$ cat config.mk
export PLATFORM = sky130hd
export DESIGN_NAME = wb_port_arbiter
export DESIGN_NICKNAME = d
export VERILOG_FILES = /design/src/rtl/wb_port_arbiter.sv
export SDC_FILE = /design/constraint.sdc
export NUM_CORES = 1
export LEC_CHECK = 0
export ABC_CLOCK_PERIOD_IN_PS = 4700
export CORE_MARGIN = 2
export CORE_UTILIZATION = 40
export CTS_CLUSTER_SIZE = 40
export DETAILED_ROUTE_END_ITERATION = 16
export MAX_ROUTING_LAYER = met4
export PLACE_DENSITY = 0.74
export SLEW_MARGIN = 15
export SYNTH_ARGS = -nofsm -noshare
export SYNTH_HDL_FRONTEND = slang
export SYNTH_SLANG_ARGS = --single-unit
$ cat constraint.sdc
create_clock -name i_clk -period 4.7 [get_ports i_clk]
set_clock_uncertainty 0.1 [all_clocks]
set_input_delay 0.47 -clock i_clk [delete_from_list [all_inputs] [get_ports i_clk]]
set_output_delay 0.47 -clock i_clk [all_outputs]
set_load 0.01 [all_outputs]
$ cat src/rtl/wb_port_arbiter.sv
// Register-file write-port arbiter: pipeline write-back has priority, long-latency results
// queue in a small FIFO and drain in free slots or via a forced stall. Optional: WB_ARB_PERF_CNT_EN.
module wb_port_arbiter #(
    parameter int unsigned DATA_WIDTH   = 64,
    parameter int unsigned REG_ADDR_W   = 5,
    parameter int unsigned FIFO_DEPTH   = 2,
    parameter int unsigned STARVE_LIMIT = 4
) (
    input  logic                  i_clk,
    input  logic                  i_rst,
    input  logic [DATA_WIDTH-1:0] i_pipe_result,
    input  logic [REG_ADDR_W-1:0] i_pipe_rd_addr,
    input  logic                  i_pipe_reg_we,
    input  logic                  i_llu_valid,
    input  logic [DATA_WIDTH-1:0] i_llu_data,
    input  logic [REG_ADDR_W-1:0] i_llu_rd_addr,
    output logic                  o_llu_ready,
    output logic                  o_stall_pipe,
    output logic [DATA_WIDTH-1:0] o_result,
    output logic [REG_ADDR_W-1:0] o_rd_addr,
    output logic                  o_reg_we,
    output logic                  o_llu_pending
`ifdef WB_ARB_PERF_CNT_EN
    ,
    output logic [31:0]           o_conflict_cnt
`endif
);

    localparam int unsigned PTR_W = $clog2(FIFO_DEPTH);
    localparam int unsigned CNT_W = $clog2(FIFO_DEPTH + 1);
    localparam int unsigned SRV_W = $clog2(STARVE_LIMIT + 1);

    localparam logic [PTR_W-1:0] PTR_ONE     = PTR_W'(1);
    localparam logic [CNT_W-1:0] CNT_ONE     = CNT_W'(1);
    localparam logic [CNT_W-1:0] CNT_FULL    = CNT_W'(FIFO_DEPTH);
    localparam logic [SRV_W-1:0] SRV_ONE     = SRV_W'(1);
    localparam logic [SRV_W-1:0] SRV_LIMIT   = SRV_W'(STARVE_LIMIT);
    localparam logic [SRV_W-1:0] SRV_LAST    = SRV_W'(STARVE_LIMIT - 1);

    typedef enum logic {
        ST_NORMAL = 1'b0,
        ST_DRAIN  = 1'b1
    } state_t;

    state_t                r_state;
    logic                  r_stall;
    logic [SRV_W-1:0]      r_starve_cnt;
    logic [PTR_W-1:0]      r_wr_ptr;
    logic [PTR_W-1:0]      r_rd_ptr;
    logic [CNT_W-1:0]      r_count;
    logic [DATA_WIDTH-1:0] r_mem_data [FIFO_DEPTH];
    logic [REG_ADDR_W-1:0] r_mem_addr [FIFO_DEPTH];

    logic                  w_empty;
    logic                  w_full;
    logic                  w_pipe_req;
    logic                  w_llu_ready;
    logic                  w_push;
    logic                  w_pop;
    logic                  w_pipe_grant;
    logic                  w_we;
    logic [DATA_WIDTH-1:0] w_result;
    logic [REG_ADDR_W-1:0] w_rd_addr;

    assign w_empty     = (r_count == '0);
    assign w_full      = (r_count == CNT_FULL);
    assign w_pipe_req  = i_pipe_reg_we && (i_pipe_rd_addr != '0);
    assign w_llu_ready = !w_full && (r_state == ST_NORMAL);
    // x0 results are handshaken but never stored.
    assign w_push      = i_llu_valid && w_llu_ready && (i_llu_rd_addr != '0);

    always_comb begin
        w_pop        = 1'b0;
        w_pipe_grant = 1'b0;
        w_we         = 1'b0;
        w_result     = '0;
        w_rd_addr    = '0;
        if (r_state == ST_DRAIN) begin
            if (!w_empty) begin
                w_pop     = 1'b1;
                w_we      = 1'b1;
                w_result  = r_mem_data[r_rd_ptr];
                w_rd_addr = r_mem_addr[r_rd_ptr];
            end
        end else if (w_pipe_req) begin
            w_pipe_grant = 1'b1;
            w_we         = 1'b1;
            w_result     = i_pipe_result;
            w_rd_addr    = i_pipe_rd_addr;
        end else if (!w_empty) begin
            w_pop     = 1'b1;
            w_we      = 1'b1;
            w_result  = r_mem_data[r_rd_ptr];
            w_rd_addr = r_mem_addr[r_rd_ptr];
        end
    end

    always_ff @(posedge i_clk) begin
        if (w_push) begin
            r_mem_data[r_wr_ptr] <= i_llu_data;
            r_mem_addr[r_wr_ptr] <= i_llu_rd_addr;
        end
    end

    always_ff @(posedge i_clk) begin
        if (i_rst) begin
            r_state      <= ST_NORMAL;
            r_stall      <= 1'b0;
            r_starve_cnt <= '0;
            r_wr_ptr     <= '0;
            r_rd_ptr     <= '0;
            r_count      <= '0;
        end else begin
            if (w_push) r_wr_ptr <= r_wr_ptr + PTR_ONE;
            if (w_pop)  r_rd_ptr <= r_rd_ptr + PTR_ONE;
            case ({w_push, w_pop})
                2'b10:   r_count <= r_count + CNT_ONE;
                2'b01:   r_count <= r_count - CNT_ONE;
                default: r_count <= r_count;
            endcase

            case (r_state)
                ST_NORMAL: begin
                    if (!w_empty && !w_pop) begin
                        // Enter DRAIN on the edge where the count lands on the limit.
                        if (r_starve_cnt >= SRV_LAST) begin
                            r_state <= ST_DRAIN;
                            r_stall <= 1'b1;
                        end
                        if (r_starve_cnt != SRV_LIMIT) r_starve_cnt <= r_starve_cnt + SRV_ONE;
                    end else begin
                        r_starve_cnt <= '0;
                    end
                end
                ST_DRAIN: begin
                    r_starve_cnt <= '0;
                    if (w_empty || (r_count == CNT_ONE)) begin
                        r_state <= ST_NORMAL;
                        r_stall <= 1'b0;
                    end
                end
                default: begin
                    r_state <= ST_NORMAL;
                    r_stall <= 1'b0;
                end
            endcase
        end
    end

`ifdef WB_ARB_PERF_CNT_EN
    logic [31:0] r_conflict_cnt;

    always_ff @(posedge i_clk) begin
        if (i_rst) begin
            r_conflict_cnt <= '0;
        end else if (w_pipe_grant && !w_empty && (r_conflict_cnt != '1)) begin
            r_conflict_cnt <= r_conflict_cnt + 32'd1;
        end
    end

    assign o_conflict_cnt = r_conflict_cnt;
`endif

    assign o_llu_ready   = w_llu_ready;
    assign o_stall_pipe  = r_stall;
    assign o_result      = w_result;
    assign o_rd_addr     = w_rd_addr;
    assign o_reg_we      = w_we;
    assign o_llu_pending = !w_empty;

endmodule

---- Word-level counts from Yosys, hierarchy flattened ----
Memories as Yosys holds them, arrays and structs flattened. A register that Yosys moved wholly into a read port is not among the register bits.
Cells that the tools add are included.
storage, ports and cells
  flip-flop bits (word level) ............. 9
  RAM bits ................................ 138
  input port bits ......................... 142
  output and inout port bits .............. 73
  logic and storage cells ................. 67
  memories ................................ 2
operators by class
  $add $sub $neg .......................... 5
  order comparisons ....................... 1
  equal/unequal tests ..................... 9
  mux-type cells .......................... 29
  bitwise gates (word level) .............. 1
  reductions and logical operators ........ 14
memory list
  name        words  width  rd ports  clocked after Yosys merged registers in  write ports  line  text
  r_mem_data  2      64     1         1                                        1            51    logic [DATA_WIDTH-1:0] r_mem_data [FIFO_DEPTH];
  r_mem_addr  2      5      1         1                                        1            52    logic [REG_ADDR_W-1:0] r_mem_addr [FIFO_DEPTH];
operators with widths
  kind                   number
  $mux W64               3
  $mux W1                17
  $mux W5                3
  $reduce_bool A5 Y1     2
  $mux W3                2
  $ne A2 B1 Y1 const B   3
  $pmux W3 S2            1
  $logic_and A1 B1 Y1    5
  $eq A2 B1 Y1 const B   2
  $eq A2 B2 Y1 const B   2
  $pmux W1 S2            2
  $pmux W2 S2            1
  $add A3 B1 Y3 const B  1
  $ge A3 B2 Y1 const B   1
  $logic_not A1 Y1       3
  $ne A3 B2 Y1 const B   1
  $ne A3 B3 Y1 const B   1
  $reduce_and A3 Y1      1
  $add A1 B1 Y1 const B  2
  $add A2 B1 Y2 const B  1
  $logic_not A2 Y1       1
  $reduce_bool A2 Y1     1
  $sub A2 B1 Y2 const B  1
  $logic_or A1 B1 Y1     1
  $not A1 Y1             1

---- Depth between registers and ports, before layout ----
Gate-level depths: netlist of run 1.
  depth in word-level cells ............... 8
  depth in mapped cells ................... 9
  mapped depth without buffers ............ 9

---- Least setup slack after synthesis of run 1 ----
No wires, ideal clock.
  path kind ............................... register -> register
  start ................................... register r_count[0]
  end ..................................... memory r_mem_addr[0][0], enable pin
  setup time .............................. 497 ps
  arrival ................................. 3963 ps
  data required time ...................... 4103 ps
  setup slack ............................. 139 ps
  stages on the path, launching flop included .. 7
  path buffers ............................ 0
  clock period less this slack ............ 4561 ps
  cell sequence ........................... dfxtp_1 > inv_1 > ha_1 > nor2_1 > o211a_1 > inv_1 > nor2_1
on the way
  word-level cells in the longest chain between the ends .. 7
RTL lines
  item                              line  text
  from (decl)                       50    logic [CNT_W-1:0] r_count;
  from (signal assigned)            117   2'b10: r_count <= r_count + CNT_ONE;
  from (signal assigned)            118   2'b01: r_count <= r_count - CNT_ONE;
  from (signal assigned)            119   default: r_count <= r_count;
  $eq A2 B2 Y1                      66    assign w_full = (r_count == CNT_FULL);
  $logic_not A1 Y1                  68    assign w_llu_ready = !w_full && (r_state == ST_NORMAL);
  $logic_and A1 B1 Y1               68
  via o_llu_ready                   17    output logic o_llu_ready,
  $logic_and A1 B1 Y1 (2 in a row)  70    assign w_push = i_llu_valid && w_llu_ready && (i_llu_rd_addr != '0);
  $mux W1                           99    if (w_push) begin
  $mux W1 (not written as such)     101   r_mem_addr[r_wr_ptr] <= i_llu_rd_addr;
  to (decl)                         52
The timed path passes the listed nets, and every way through them passes these cells.

---- Final worst setup path of run 1 ----
  start ................................... register r_count[1]
  end ..................................... output port o_rd_addr[0]
on the way
  word-level cells in the longest chain between the ends .. 4
RTL lines
  item                line  text
  $logic_not A2 Y1 *  65    assign w_empty = (r_count == '0);
  $mux W5 *           79    if (!w_empty) begin
  $mux W5             85    end else if (w_pipe_req) begin
  $mux W5 *           78    if (r_state == ST_DRAIN) begin
  to (decl)           20    output logic [REG_ADDR_W-1:0] o_rd_addr,
Mark *: on every way between the ends. The rest lies on a longest branch, timed or not.

==> flow_metrics.py, run 1 <==
metrics = {
    "critical_path": {
        "cp_cell_sequence": "inv_1 -> ha_2 -> buf_4 -> o22ai_1 -> a22o_1 -> clkdlybuf4s50_1",
        "cp-end-kind": "output port",
        "critPathKind": "reg2out",
        "reg2regPathDepth": 7,
        "slowest_stage": "ha_2",
        "r2r_slack_ns": 1.67,
        "critPathMaxFanout": 39,
        "timing.rr.start": "r_count[0]$_SDFFE_PP0P_",
        "crit_required_ns": 4.13,
        "slowest_delay_ns": 0.69,
        "arrival_ns": 3.07,
        "startpoint_type": "flop",
        "regToRegEndpoint": "r_mem_addr[0][4]$_DFFE_PP_",
    },
    "sta": {
        "timing.final.ws_setup_ns": 1.06,
        "hold-worst-slack_ns": 0.358,
        "rsz0062_at_grt": "no",
        "finalCriticalPeriod_ns": 3.64,
        "fin_setup_tns_ns": 0,
        "finalHoldViolCount": 0,
        "worst_pin_slew_ns": 1.09,
        "period_share_pct": 77.5,
        "fmax_mhz": 274,
        "max-slew-margin-rel_pct": 27.3,
        "finalMaxSlewViolations": 0,
        "finalSetupViolations": 0,
    },
    "power": {
        "pwr-share-clk_pct": 28.0,
        "p_per_area_nw_per_um2": 469,
        "power_frac_seq_pct": 39.2,
        "peakVddDrop_v": 0.000239,
        "leakage_nw": 3.36,
        "sw_frac_of_total_pct": 28.0,
        "p_switching_mw": 1.25,
        "cellInternalPower_mw": 3.22,
        "combPwrFrac_pct": 32.8,
    },
    "place": {
        "io_buffers": 214,
        "dpl-instance-area_um2": 8990,
        "dp_cells": 848,
        "gp_congestion": 0.806,
        "dpl.hpwl_mm": 9.94,
        "preCtsSetupSlack_ns": 1.11,
    },
    "cells_and_area": {
        "layout.nets": 796,
        "finalNonFillerCells": 877,
        "diodes": 0,
        "fin_area_um2": 9540,
        "layout-drive-gt1-share_pct": 16.7,
        "syn2layout_area_growth_pct": 43.7,
    },
    "global_routing": {
        "grt_start_max_net_pins": 70,
        "grt_overflow_total": 0,
        "grt_pass1_vias": 4562,
        "antenna_found_initial": 0,
        "grt_pass1_wl_mm": 22.5,
        "grt_util_all_layers_pct": 17.3,
    },
    "yosys": {
        "synth_nets": 582,
        "synthAdderAreaFrac_pct": 1.32,
        "synth_area_um2": 6640,
        "syn_avg_cell_area_um2": 15.3,
        "synth.area.top_cells": "edfxtp_1 62%, mux2i_1 10%, mux2_2 9.0%",
        "synth.top_cell.area_share_pct": 62.4,
        "yosys_warnings": 0,
        "ys_seq_area_share_pct": 65.5,
        "synth_top_cell_by_area": "edfxtp_1",
        "yosys.area_share.simple_pct": 5.60,
        "synth.most_common_cell": "edfxtp_1",
        "synth.area.mux_share_pct": 23.2,
        "synth.distinct_cells": 33,
        "ys_top_cells_by_count": "138 x edfxtp_1, 74 x nor2_1, 67 x mux2i_1, 53 x mux2_2, 18 x mux2_4",
        "synth-xor-area-share_pct": 0.396,
        "synth_top_family_by_area": "multiplexers",
        "synth_cells": 433,
        "synth_flop_cell": "edfxtp_1",
        "synthArstFlopShare_pct": 0,
        "yosys_register_bits": 148,
        "synth-edff-count": 138,
        "synth_compound_area_share_pct": 1.70,
    },
    "clock_tree": {
        "cts_tree": "built",
        "cts-root-buf": "clkbuf_16",
        "postCtsSetupRepairBufs": 0,
        "insertion_delay_ns": 0.41,
        "cts_buffers": 17,
        "hold_buffers": 0,
        "ctsResizeCount": 0,
        "clockBufferDepth": 2,
        "cts_max_level": 4,
        "clk_pin_slew_worst_paths_ns": 0.06,
        "cts_sinks": 148,
    },
    "floorplanning": {
        "die_y_um": 133,
        "die_area_um2": 17600,
        "initial_core_util_pct": 40.4,
        "core_area_um2": 16400,
        "std_cell_rows": 47,
        "die_w_um": 133,
        "pin_count": 215,
    },
    "route": {
        "first_pass_iters": 4,
        "drt_wl_total_mm": 14.3,
        "vias": 4249,
        "vias_per_cell": 4.84,
        "routedWlPerCell_um": 16.4,
        "post-route-drc-count": 0,
        "ant_nets": 0,
        "drt_iter0_drc": 115,
    },
    "worst_hold_path": {
        "hold_class": "reg2reg",
        "hold_depth": 2,
        "hold_start": "o_stall_pipe$_SDFFE_PP0P_",
        "min_to": "o_stall_pipe$_SDFFE_PP0P_",
    },
    "flow_run": {
        "maxCapViolCount": 0,
    },
    "status": {
        "outcome": "finished clean",
    },
}
[power groups by stage]
stage / sequential, mW / combinational, mW / clock [mW]
after floorplan: 1.75 / 0.882 / 0
after global placement: 1.77 / 1.46 / 0
after detailed placement: 1.78 / 1.49 / 0
after CTS: 1.76 / 1.50 / 1.28
after global routing: 1.77 / 1.60 / 1.34
final: 1.75 / 1.47 / 1.25
[stage by stage]
stage,power [mW],utilization (%)
after detailed placement,3.27,54.8
after global placement,3.23,54.8
after floorplan,2.63,-
after CTS,4.54,58.1
after global routing,4.70,58.1
final,4.47,58.1
[how the worst max path moves through the flow]
stage	startpoint	end	slack [ns]
global placement	i_pipe_reg_we	o_rd_addr[4]	1.17
CTS	r_count[1]$_SDFFE_PP0P_	o_rd_addr[0]	0.99
detailed placement	i_pipe_reg_we	o_result[1]	1.11
global route	r_count[1]$_SDFFE_PP0P_	o_rd_addr[0]	0.85
finish	r_count[1]$_SDFFE_PP0P_	o_rd_addr[0]	1.06
floorplan	r_count[0]$_SDFFE_PP0P_	r_mem_addr[0][0]$_DFFE_PP_	0.14
[area by class of cell]
| cell class | instances | area [µm²] |
|---|---|---|
| Clock buffer | 19 | 433 |
| Sequential cell | 148 | 4350 |
| Timing Repair Buffer | 219 | 2190 |
| Tap cell | 220 | 275 |
| Clock inverter | 10 | 113 |
| Inverter | 8 | 30.0 |
| Fill cell | 1267 | 6870 |
| Multi-Input combinational cell | 253 | 2150 |
[critical path, delay by kind of cell (launching register included)]
kind            cells  cell delay (ns)
compound gates      2             0.54
fa+ha+maj           1             0.69
buf+inv             3             1.08
flops               1             0.31
[cell families after synthesis]
family / count (synthesis)
DFF: 148
AOI/OAI and AO/OA: 15
buffers and inverters: 32
muxes: 138
xor gates and xnor gates: 3
adders and majority gates: 7
and+or+nand+nor: 90
[metal layers]
layer	share of wire, %	GRT usage (%)	routed length [µm]
met1	41	18.8	5820
met2	52	29.6	7400
met4	1.8	6.99	257
met5	0	-	0
met3	6.0	5.17	863
[layout by cell type (no fill, tap or decap), drive strengths merged]
cell	instances
xor2	2
a211oi	1
nor2	74
and2	1
mux2i	67
or4	1
nand3	1
mux2	71
nor2b	3
dfxtp	10
clkinv	6
a22o	2
edfxtp	138
nand2	5
bufinv	2
clkbuf	19
o211ai	2
xnor2	1
a21oi	4
or2	1
ha	7
buf	5
clkinvlp	2
or3	2
o22ai	1
o21a	1
nand2b	1
o31ai	1
clkdlybuf4s50	214
o211a	1
nor3b	1
a211o	1
inv	8
o21ai	1
[sequential cells by signal, summed over array words and instances (netlist names), named ones only]
name / cells
r_starve_cnt: 3
r_mem_addr: 10
r_state: 1
r_wr_ptr: 1
r_mem_data: 128
r_count: 2
o_stall_pipe: 1
r_rd_ptr: 1
Power figures use the tool's default switching activity.
==> inputs of run 2 (changes only) <==
Settings changed: ABC_CLOCK_PERIOD_IN_PS 4700 to 3000.
Clock period 4.7 ns to 3 ns, I/O delays scaled along.
==> run 2 against run 1 <==
  * Combinational power up 63%
  * Worst hold slack improved by 0.011 ns
  * First-iteration DRC count up 84%
  * Critical endpoint is now o_result[5]
  * Largest cell class unchanged
  * Largest power group unchanged
==> flow_metrics.py, run 2 (synthesis gave the netlist of run 1 again) <==
metrics = {
    "cells_and_area": {
        "syn2layout_area_growth_pct": 46.1,
        "layout_common_cells": "214 x clkdlybuf4s50_1, 138 x edfxtp_1, 73 x nor2_1",
        "largest_register_ffs": 128,
        "layout.nets": 800,
        "finalNonFillerCells": 885,
        "fill_cells": 1244,
        "top_register": "r_mem_data",
        "fin_util_pct": 59.1,
        "largestRegisters": "r_mem_data: 128 flops, r_mem_addr: 10 flops, r_starve_cnt: 3 flops",
        "layout-drive-gt1-share_pct": 17.5,
        "layout_commonest_cell": "clkdlybuf4s50_1",
    },
    "global_routing": {
        "grt.met3_usage_pct": 4.44,
        "grt_util_all_layers_pct": 16.9,
        "grt_pass1_vias": 4546,
        "grt_use_met1_pct": 19.3,
        "grt_overflow_total": 0,
        "use_met2_pct": 28.9,
        "busiest_layer": "met2",
        "grt_pass1_wl_mm": 22.4,
        "grt_start_max_net_pins": 70,
        "antenna_found_initial": 1,
    },
    "clock_tree": {
        "clockBufferDepth": 2,
        "insertion_delay_ns": 0.41,
        "cts_buffers": 17,
        "cts-root-buf": "clkbuf_16",
        "clk_pin_slew_worst_paths_ns": 0.06,
        "cts_tree": "built",
        "cts_max_level": 4,
        "cts_sinks": 148,
    },
    "sta": {
        "finalHoldViolCount": 0,
        "finalSetupViolations": 0,
        "period_share_pct": 93.5,
        "finalCriticalPeriod_ns": 2.80,
        "finalMaxSlewViolations": 0,
        "fmax_mhz": 357,
        "rsz0062_at_grt": "no",
        "max-slew-margin-rel_pct": 36.0,
        "worst_pin_slew_ns": 0.961,
        "fin_setup_tns_ns": 0,
    },
    "power": {
        "combPwrFrac_pct": 33.2,
        "cellInternalPower_mw": 5.23,
        "pwr-share-clk_pct": 28.9,
        "power_frac_seq_pct": 38.0,
        "sw_frac_of_total_pct": 27.8,
        "leakage_nw": 3.42,
        "p_per_area_nw_per_um2": 747,
        "peakVddDrop_v": 0.000362,
        "p_switching_mw": 2.01,
    },
    "floorplanning": {
        "die_area_um2": 17600,
        "die_w_um": 133,
        "die_y_um": 133,
        "std_cell_rows": 47,
        "core_area_um2": 16400,
        "pin_count": 215,
        "initial_core_util_pct": 40.4,
    },
    "route": {
        "post-route-drc-count": 0,
        "first_pass_iters": 4,
        "drt_wl_total_mm": 14.2,
        "vias": 4223,
        "routedWlPerCell_um": 16.1,
        "drt_iter0_drc": 212,
        "ant_nets": 0,
        "vias_per_cell": 4.77,
    },
    "critical_path": {
        "cp-end-kind": "output port",
        "crit_required_ns": 2.60,
        "slowest_delay_ns": 0.49,
        "startpoint_type": "flop",
        "critPathKind": "reg2out",
        "arrival_ns": 2.40,
        "cp_cell_sequence": "inv_1 -> ha_4 -> buf_12 -> nor2_1 -> mux2_2 -> clkdlybuf4s50_1",
        "slowest_stage": "clkdlybuf4s50_1",
        "reg2regPathDepth": 7,
        "critPathMaxFanout": 34,
    },
    "place": {
        "dp_cells": 852,
        "io_buffers": 214,
        "dpl.hpwl_mm": 9.85,
        "gp_congestion": 0.806,
    },
    "worst_hold_path": {
        "hold_class": "in2reg",
        "hold_depth": 1,
    },
    "flow_run": {
        "maxCapViolCount": 0,
    },
    "status": {
        "outcome": "finished clean",
    },
}
==> run 2: changes by cell type in the layout (fill, tap and decap cells not counted), sizes merged <==
cell and delta:
buf +4, bufinv +1, clkbuf -1, clkinv +2, diode +1, inv +1
==> run 2: stage by stage <==
step                hold slack [ns]  power [mW]  area, µm²  worst slack (ns)
floorplan                     0.299        4.11       6650             0.390
global placement              0.346        5.15       9090             0.248
detailed placement            0.376        5.21       9090             0.209
CTS                           0.347        7.34       9690            0.0812
global route                  0.354        7.62       9700            0.0708
finish                        0.368        7.24       9700             0.196
==> run 2: timing repair <==
action	in CTS	in global routing
setup endpoints to repair	46	2
endpoints found under the hold margin	0	0
hold buffers	0	0
gates resized for setup	1	1
buffers inserted	0	0
==> run 2: layout make-up <==
cell class / count / area (µm²) / share of cell area (%)
multi-input combinational: 253 / 2160 / 22.3
timing repair buffer: 223 / 2280 / 23.6
clock buffer: 18 / 429 / 4.43
antenna: 1 / 2.50 / 0.0258
inverter: 8 / 30.0 / 0.310
clock inverter: 14 / 161 / 1.66
sequential: 148 / 4350 / 44.8
tap: 220 / 275 / 2.84
==> run 2: worst paths after layout <==
check | start | endpoint | slack, ns
hold reg to reg | o_stall_pipe$_SDFFE_PP0P_ | o_stall_pipe$_SDFFE_PP0P_ | 0.38
setup / recovery | r_count[0]$_SDFFE_PP0P_ | o_result[5] | 0.20
setup reg to reg | r_count[0]$_SDFFE_PP0P_ | r_mem_data[0][37]$_DFFE_PP_ | 0.49
hold / removal | i_llu_data[23] | r_mem_data[0][23]$_DFFE_PP_ | 0.37
==> run 2: per-layer routing <==
metal / up-vias / wire length, µm
li1: 2044 / -
met1: 2005 / 5890
met2: 151 / 7260
met3: 23 / 812
met4: 0 / 246
met5: - / 0
==> run 2: power by group through the flow <==
stage          combinational (mW)  clock, mW  sequential (mW)
3_5_place_dp                 2.41          0             2.80
6_report                     2.40       2.09             2.75
5_1_grt                      2.61       2.23             2.78
2_1_floorplan                1.39          0             2.72
4_1_cts                      2.44       2.14             2.76
3_3_place_gp                 2.37          0             2.78
==> run 2: worst max-delay path: cells and delay by family (launching register included) <==
| kind | cells | cell delay [ns] |
|---|---|---|
| adder cells (fa/ha/maj) | 1 | 0.40 |
| buffers and inverters | 3 | 0.87 |
| multiplexers | 1 | 0.27 |
| flip-flops | 1 | 0.33 |
| AND/OR/NAND/NOR | 1 | 0.09 |
